File: src/rtl/uart_pkg.sv
// Shared types and constants for the UART receiver.
package uart_pkg;

   localparam int unsigned DATA_BITS        = 8;
   localparam int unsigned CLKS_PER_BIT_DEF = 20;

   typedef enum logic [2:0] {
      IDLE,
      START,
      DATA,
      STOP,
      BREAK
   } uart_state_e;

endpackage

File: src/rtl/uart_rx_sync.sv
// Two-flop synchronizer for the asynchronous RX pad; resets to the idle (high) level.
module uart_rx_sync (
   input  logic clk,
   input  logic rst,
   input  logic d,
   output logic q
);

   logic meta_q;

   // Double-register the pad to settle metastability.
   always_ff @(posedge clk or posedge rst) begin
      if (rst) begin
         meta_q <= 1'b1;
         q      <= 1'b1;
      end else begin
         meta_q <= d;
         q      <= meta_q;
      end
   end

endmodule

File: src/rtl/uart_rx.sv
// UART 8N1 receiver, LSB first, mid-bit sampling from a fixed clock divider.
// Optional feature: define UART_RX_SYNC_EN to pass RX_data through a 2-flop synchronizer.
module uart_rx
   import uart_pkg::*;
#(
   parameter int unsigned CLKS_PER_BIT = CLKS_PER_BIT_DEF,
   parameter int unsigned HALF_BIT     = CLKS_PER_BIT / 2
) (
   input  logic       clk,
   input  logic       rst,
   input  logic       RX_data,
   output logic [7:0] Received_byte,
   output logic       receive_state,
   output logic       error
);

   localparam int unsigned CW = $clog2(CLKS_PER_BIT);
   localparam int unsigned IW = $clog2(DATA_BITS);

   logic                 rx;
   uart_state_e          state_q, state_d;
   logic [CW-1:0]        cnt_q, cnt_d;
   logic [IW-1:0]        idx_q, idx_d;
   logic [DATA_BITS-1:0] shift_q, shift_d;
   logic [DATA_BITS-1:0] byte_q, byte_d;
   logic                 err_q, err_d;
   logic                 busy_q, busy_d;

`ifdef UART_RX_SYNC_EN
   uart_rx_sync u_sync (
      .clk (clk),
      .rst (rst),
      .d   (RX_data),
      .q   (rx)
   );
`else
   assign rx = RX_data;
`endif

   // Next-state: frame FSM, bit timer, bit index, shift register and result registers.
   always_comb begin
      state_d = state_q;
      cnt_d   = cnt_q + CW'(1);
      idx_d   = idx_q;
      shift_d = shift_q;
      byte_d  = byte_q;
      err_d   = err_q;
      unique case (state_q)
         IDLE: begin
            cnt_d = '0;
            if (!rx) state_d = START;
         end
         START: begin
            if (cnt_q == CW'(HALF_BIT - 1)) begin
               cnt_d = '0;
               if (!rx) begin
                  state_d = DATA;
                  err_d   = 1'b0;
                  idx_d   = '0;
               end else begin
                  state_d = IDLE; // glitch, not a start bit
               end
            end
         end
         DATA: begin
            if (cnt_q == CW'(CLKS_PER_BIT - 1)) begin
               cnt_d          = '0;
               shift_d[idx_q] = rx;
               if (idx_q == IW'(DATA_BITS - 1)) state_d = STOP;
               else                             idx_d   = idx_q + IW'(1);
            end
         end
         STOP: begin
            if (cnt_q == CW'(CLKS_PER_BIT - 1)) begin
               cnt_d = '0;
               if (rx) begin
                  byte_d  = shift_q;
                  state_d = IDLE;
               end else begin
                  err_d   = 1'b1;
                  state_d = BREAK;
               end
            end
         end
         BREAK: begin
            cnt_d = '0;
            if (rx) state_d = IDLE; // line must go high before a new frame
         end
         default: begin
            state_d = IDLE;
            cnt_d   = '0;
         end
      endcase
      busy_d = (state_d == START) || (state_d == DATA) || (state_d == STOP);
   end

   // State and datapath registers.
   always_ff @(posedge clk or posedge rst) begin
      if (rst) begin
         state_q <= IDLE;
         cnt_q   <= '0;
         idx_q   <= '0;
         shift_q <= '0;
         byte_q  <= '0;
         err_q   <= 1'b0;
         busy_q  <= 1'b0;
      end else begin
         state_q <= state_d;
         cnt_q   <= cnt_d;
         idx_q   <= idx_d;
         shift_q <= shift_d;
         byte_q  <= byte_d;
         err_q   <= err_d;
         busy_q  <= busy_d;
      end
   end

   assign Received_byte = byte_q;
   assign receive_state = busy_q;
   assign error         = err_q;

endmodule

File: config.mk
export PLATFORM = sky130hd
export DESIGN_NAME = uart_rx
export DESIGN_NICKNAME = d
export VERILOG_FILES = /design/src/rtl/uart_pkg.sv /design/src/rtl/uart_rx_sync.sv /design/src/rtl/uart_rx.sv
export SDC_FILE = /design/constraint.sdc
export NUM_CORES = 1
export LEC_CHECK = 0
export ABC_AREA = 0
export ABC_CLOCK_PERIOD_IN_PS = 2700
export CORE_MARGIN = 5
export CORE_UTILIZATION = 56
export DETAILED_ROUTE_END_ITERATION = 12
export PLACE_DENSITY = 0.85
export SLEW_MARGIN = 25
export SYNTH_ARGS = -nofsm -noshare
export SYNTH_HDL_FRONTEND = slang
export SYNTH_SLANG_ARGS = --single-unit
File: constraint.sdc
create_clock -name clk -period 2.7 [get_ports clk]
set_clock_uncertainty 0.2 [all_clocks]
set_input_delay 0.54 -clock clk [delete_from_list [all_inputs] [get_ports clk]]
set_output_delay 0.54 -clock clk [all_outputs]
set_load 0.02 [all_outputs]
### Word level (Yosys, flattened, before mapping)

Cells that the tools add are included.

| cells by class | value |
|---|---|
| equal/unequal tests | 16 |
| reduce and logical (&&, ||, !) cells | 11 |
| $lt $le $gt $ge | 2 |
| add/sub/neg operators | 2 |
| muxes and demuxes | 25 |

Operator list:

| cell | count |
|---|---|
| two-way mux 3 bit | 11 |
| case mux 3 bit (5 select lines) | 1 |
| equality test 3 x 2 -> 1 bit (second input constant) | 4 |
| != test 2 bit (second input constant) | 6 |
| two-way mux 5 bit | 2 |
| case mux 5 bit (2 select lines) | 1 |
| AND reduction 5 bit | 2 |
| bitwise mux 8 bit | 1 |
| equality test 3 x 1 -> 1 bit (second input constant) | 2 |
| equality test 3 bit (second input constant) | 2 |
| case mux 3 bit (2 select lines) | 1 |
| adder 5 x 1 -> 5 bit (second input constant) | 1 |
| equality test 5 x 4 -> 1 bit (second input constant) | 1 |
| equality test 5 bit (second input constant) | 1 |
| two-way mux 1 bit | 5 |
| < comparator 3 x 4 -> 1 bit (second input constant) | 1 |
| nonzero test 2 bit | 2 |
| adder 3 x 1 -> 3 bit (second input constant) | 1 |
| demux 1 bit (select 3 bit) | 1 |
| >= comparator 3 x 1 -> 1 bit (second input constant) | 1 |
| logical NOT 3 bit | 1 |
| AND reduction 3 bit | 1 |
| logical OR 1 bit | 2 |
| two-way mux 2 bit | 1 |
| other kinds (4) | 4 |

| word-level totals | value |
|---|---|
| bits of input ports | 3 |
| output and inout bits | 10 |
| register bits | 29 |
| logic and storage cells | 63 |

### Longest topological paths before layout

| logic depth | value |
|---|---|
| depth after elaboration | 7 |
| mapped depth | 6 |
| gate-level depth less buffers | 5 |

### Worst setup path after synthesis

No wires, ideal clock.

| timing | value |
|---|---|
| kind | reg-to-reg |
| start point | register idx_q[1] |
| end point | register idx_q[0] |
| library setup time | 0.130 ns |
| required time | 2.370 ns |
| path buffers | 0 |
| setup slack | 0.730 ns |
| period minus slack after synthesis | 1.970 ns |
| stages on the path, launching flop included | 6 |
| arrival time | 1.640 ns |
| cells stage by stage | dfrtp_1 ha_1 ha_1 or4b_2 o211ai_1 nand3_1 |

| on the way | value |
|---|---|
| word-level cells in the longest chain between the ends | 3 |

Ends and longest elaborated chain:

| what | line | source |
|---|---|---|
| start, declared | uart_rx.sv:23 | `logic [IW-1:0] idx_q, idx_d;` |
| start signal, assigned | uart_rx.sv:110 | `idx_q <= idx_d;` |
| equality test 3 bit | uart_rx.sv:69 | `if (idx_q == IW'(DATA_BITS - 1)) state_d = STOP;` |
| != test 2 bit (no line) | n/a |  |
| AND reduction 5 bit (no line) | n/a |  |

Every way passes these cells.
A chain may end at the register's enable or synchronous reset.

### Final worst setup path

| timing | value |
|---|---|
| start point | register state_q[2] |
| end point | register shift_q[6] |

| on the way | value |
|---|---|
| word-level cells in the longest chain between the ends | 2 |

Ends and longest elaborated chain:

| what | line | source |
|---|---|---|
| start, declared | uart_rx.sv:21 | `uart_state_e state_q, state_d;` |
| start signal, assigned | uart_rx.sv:108 | `state_q <= state_d;` |
| equality test 3 x 2 -> 1 bit | uart_rx.sv:48 | `unique case (state_q)` |
| AND reduction 2 bit (no line) | n/a |  |
| end signal, assigned | uart_rx.sv:111 | `shift_q <= shift_d;` |
| end, declared | uart_rx.sv:24 | `logic [DATA_BITS-1:0] shift_q, shift_d;` |

Every way passes these cells.

==> results by group <==
Worst setup path
  • Reg2Reg Capture Point: shift_q[6]$_DFFE_PP0P_
  • Crit path buffers/inverters: 0
  • Worst Path Max Fanout: 14
  • Worst Setup End Kind: register
  • Reg-to-Reg Start: state_q[2]$_DFF_PP0_
  • Slowest CP cell: nor4b_1
  • Cells on worst reg2reg path: 3
  • CP required: ~2.7 ns
  • Critical path's top delay family: simple AND/OR/NAND/NOR gates
  • CP cell instances: nor4b_1, nand4_1, mux2_2
  • Reg2reg setup slack: around 0.53 ns
  • Crit path DAT: 2.18 ns
  • Crit Path Class: reg -> reg
  • Worst Setup Start Kind: register
  • Critical Path Source: state_q[2]$_DFF_PP0_
  • CP max stage delay: 0.80 ns

Power and ir drop
  • Pleak: 0.000695 µW
  • VDD IR max: around 0.56 mV
  • Power per Cell Area: 798 mW/mm²

Timing
  • Slew Limit Fails: 0
  • Finish-stage setup viols: 0
  • Final hold violation count: 0
  • Period utilization: about four fifths
  • Worst rel slew slack: 43.8%
  • Actual slew at the worst max-slew pin: just over 0.8 ns
  • Tmin final: 2.17 ns
  • RSZ-0062 raised after global routing: no
  • Setup ws final: 0.534 ns
  • Setup TNS: 0 ns
  • Hold_ws: ~0.30 ns
  • Peak Freq: roughly 460 MHz

Run
  • Max Cap Viol: 0

Floorplanning
  • Die area: around 0.0037 mm²
  • Die Wd: 60.4 µm
  • Initial Util: between 50% and 60%
  • Row cnt: 18
  • Core area: about 0.0025 mm²
  • Die H: about 60 µm
  • IO Count: 13

Clock tree
  • CTS buffer count: 5
  • CTS resizes: 0
  • # hold bufs at CTS: 0
  • Latest clock arrival within the worst-skew pair: 0.33 ns
  • Root Driver: clkbuf_4
  • CTS tree: done
  • Postcts setup bufs: 0
  • Max H-tree Level: 2
  • Clk slew on worst S/H paths: about 0.09 ns
  • Clock sink count: 29
  • Clk buf depth: 2

Logic synthesis
  • Count of different cell masters after synthesis: 32
  • Syn avg cell area: 11.6 µm²
  • Net Count, Synth: between 100 and 150
  • Seq cells post-synth: 29
  • Mapped Area: between 0.001 and 0.0015 mm²
  • Sequential share of the synthesized area: just over 50%
  • Yosys warnings: 0
  • Syn Inst Count: approximately 120
  • EDFF count, synth: 0
  • Post-synth ARST share: between 90% and 100%
  • Synth Flop Type: dfrtp_1

Global route
  • First-pass GRT wire length: between 4000 and 5000 µm
  • Vias in the first global route: ~1,000
  • Initial antenna violation count: 0
  • Largest net degree at the start of global routing: 30
  • Congestion Overflow GR: 0
  • All-Layer GR Usage: 17.6%

Placed design
  • GP Congestion: 0.763
  • Post-DP HPWL: around 1900 µm
  • IO Port Bufs: 12
  • Pre-CTS WS: ~0.28 ns

Drt
  • Via density: ~6.2
  • Remaining DRCs: 0
  • Vias after detailed routing: 1,043
  • Routed wire per std cell: around 17 µm
  • DRT Wirelength: about 2800 µm
  • Iteration-0 DRC Markers: 40
  • Post-DRT Antenna Nets: 0
  • Drt pass-1 iters: 4

Min path
  • Hold crit path type: reg -> reg
  • Hold path endpoint: cnt_q[0]$_DFF_PP0_
  • Cells on Worst Hold Path: 1
  • Hold path start: cnt_q[0]$_DFF_PP0_

Finish
  • Layout cells sized above 1: between 20 and 25%
  • Area grow syn2layout: 16.5%
  • ANT cells: 0
  • Fin util: roughly 68%
  • NumNets Final: roughly 150

Status
  • Run status: finished clean
[placed cells by master (no fill, tap or decap), types with 2 or more instances in the layout]
cell	instances
nand4_1	2
nand4bb_1	2
buf_4	3
nand4b_1	3
nand2b_1	2
nor2_1	10
or4b_2	2
dfrtp_1	29
a21oi_1	2
o211ai_1	3
mux2_2	16
clkbuf_4	5
inv_1	2
nand3_1	16
ha_1	4
xor2_1	2
nor2b_1	3
a311oi_1	2
clkdlybuf4s50_1	12
and4bb_2	2
nand2_1	3
[area by class of cell]
type	count	area (µm²)
clock buffers	7	55.1
clock inverters	1	30.0
fillers	174	796
inverters	2	7.51
multi-input cells	85	661
flip-flops and latches	29	726
well taps	30	37.5
repair buffers	15	143
[sequential cells by signal, summed over array words and instances (netlist names)]
| name | cells |
|---|---|
| cnt_q | 5 |
| error | 1 |
| Received_byte | 8 |
| state_q | 3 |
| idx_q | 3 |
| receive_state | 1 |
| shift_q | 8 |
[power breakdown]
group	total (µW)	switching (µW)	internal, µW
logic	320	163	157
registers	635	127	508
clock network	370	148	221
[per-stage QoR]
step | power (µW) | cell area (µm²) | std cells
after global placement | 923 | 1570 | 161
after floorplan | 860 | 1420 | 123
after detailed placement | 959 | 1570 | 161
after global routing | 1400 | 1660 | 169
final | 1320 | 1660 | 169
after CTS | 1330 | 1660 | 169
[worst max path at each step]
stage,endpoint,cells past startpoint
after floorplan,idx_q[0]$_DFFE_PP0P_,5
after global placement,idx_q[1]$_DFFE_PP0P_,4
after detailed placement,idx_q[2]$_DFFE_PP0P_,4
after CTS,idx_q[2]$_DFFE_PP0P_,5
after global routing,shift_q[6]$_DFFE_PP0P_,3
final,shift_q[6]$_DFFE_PP0P_,3
[Yosys cell counts (all sizes together), types with 2 or more instances]
master	instances	area, µm²
a21oi	2	10.0
a311oi	2	17.5
and4bb	2	25.0
buf	4	18.8
clkbuf	3	11.3
dfrtp	29	726
ha	4	50.1
inv	2	7.51
mux2	16	180
nand2	3	11.3
nand2b	2	12.5
nand3	16	80.1
nand4	2	12.5
nand4b	3	26.3
nand4bb	2	22.5
nor2	10	37.5
nor2b	3	18.8
nor3	2	21.3
o211ai	3	22.5
or4b	2	20.0
xor2	2	17.5
[kinds of logic after synthesis]
group / Yosys count / synth area share, %
compound gates: 12 / 6.50
xor+xnor: 3 / 1.85
fa+ha+maj: 4 / 3.52
buf+inv: 9 / 2.64
flops: 29 / 51.0
mux: 16 / 12.7
simple gates: 50 / 21.9
[per-layer routing]
metal / routed length [µm] / up-vias / track usage [%]
met3: 148 / 5 / 4.68
met4: 31 / 0 / 7.74
met1: 1270 / 526 / 22.7
met2: 1360 / 27 / 27.9
li1: - / 485 / -
met5: 0 / - / 0
[worst reg2reg max path, stage by stage (launching register included)]
cell,delay [ns]
dfrtp_1,0.56
nor4b_1,0.80
nand4_1,0.20
mux2_2,0.30
(Power assumes the default switching activity.)
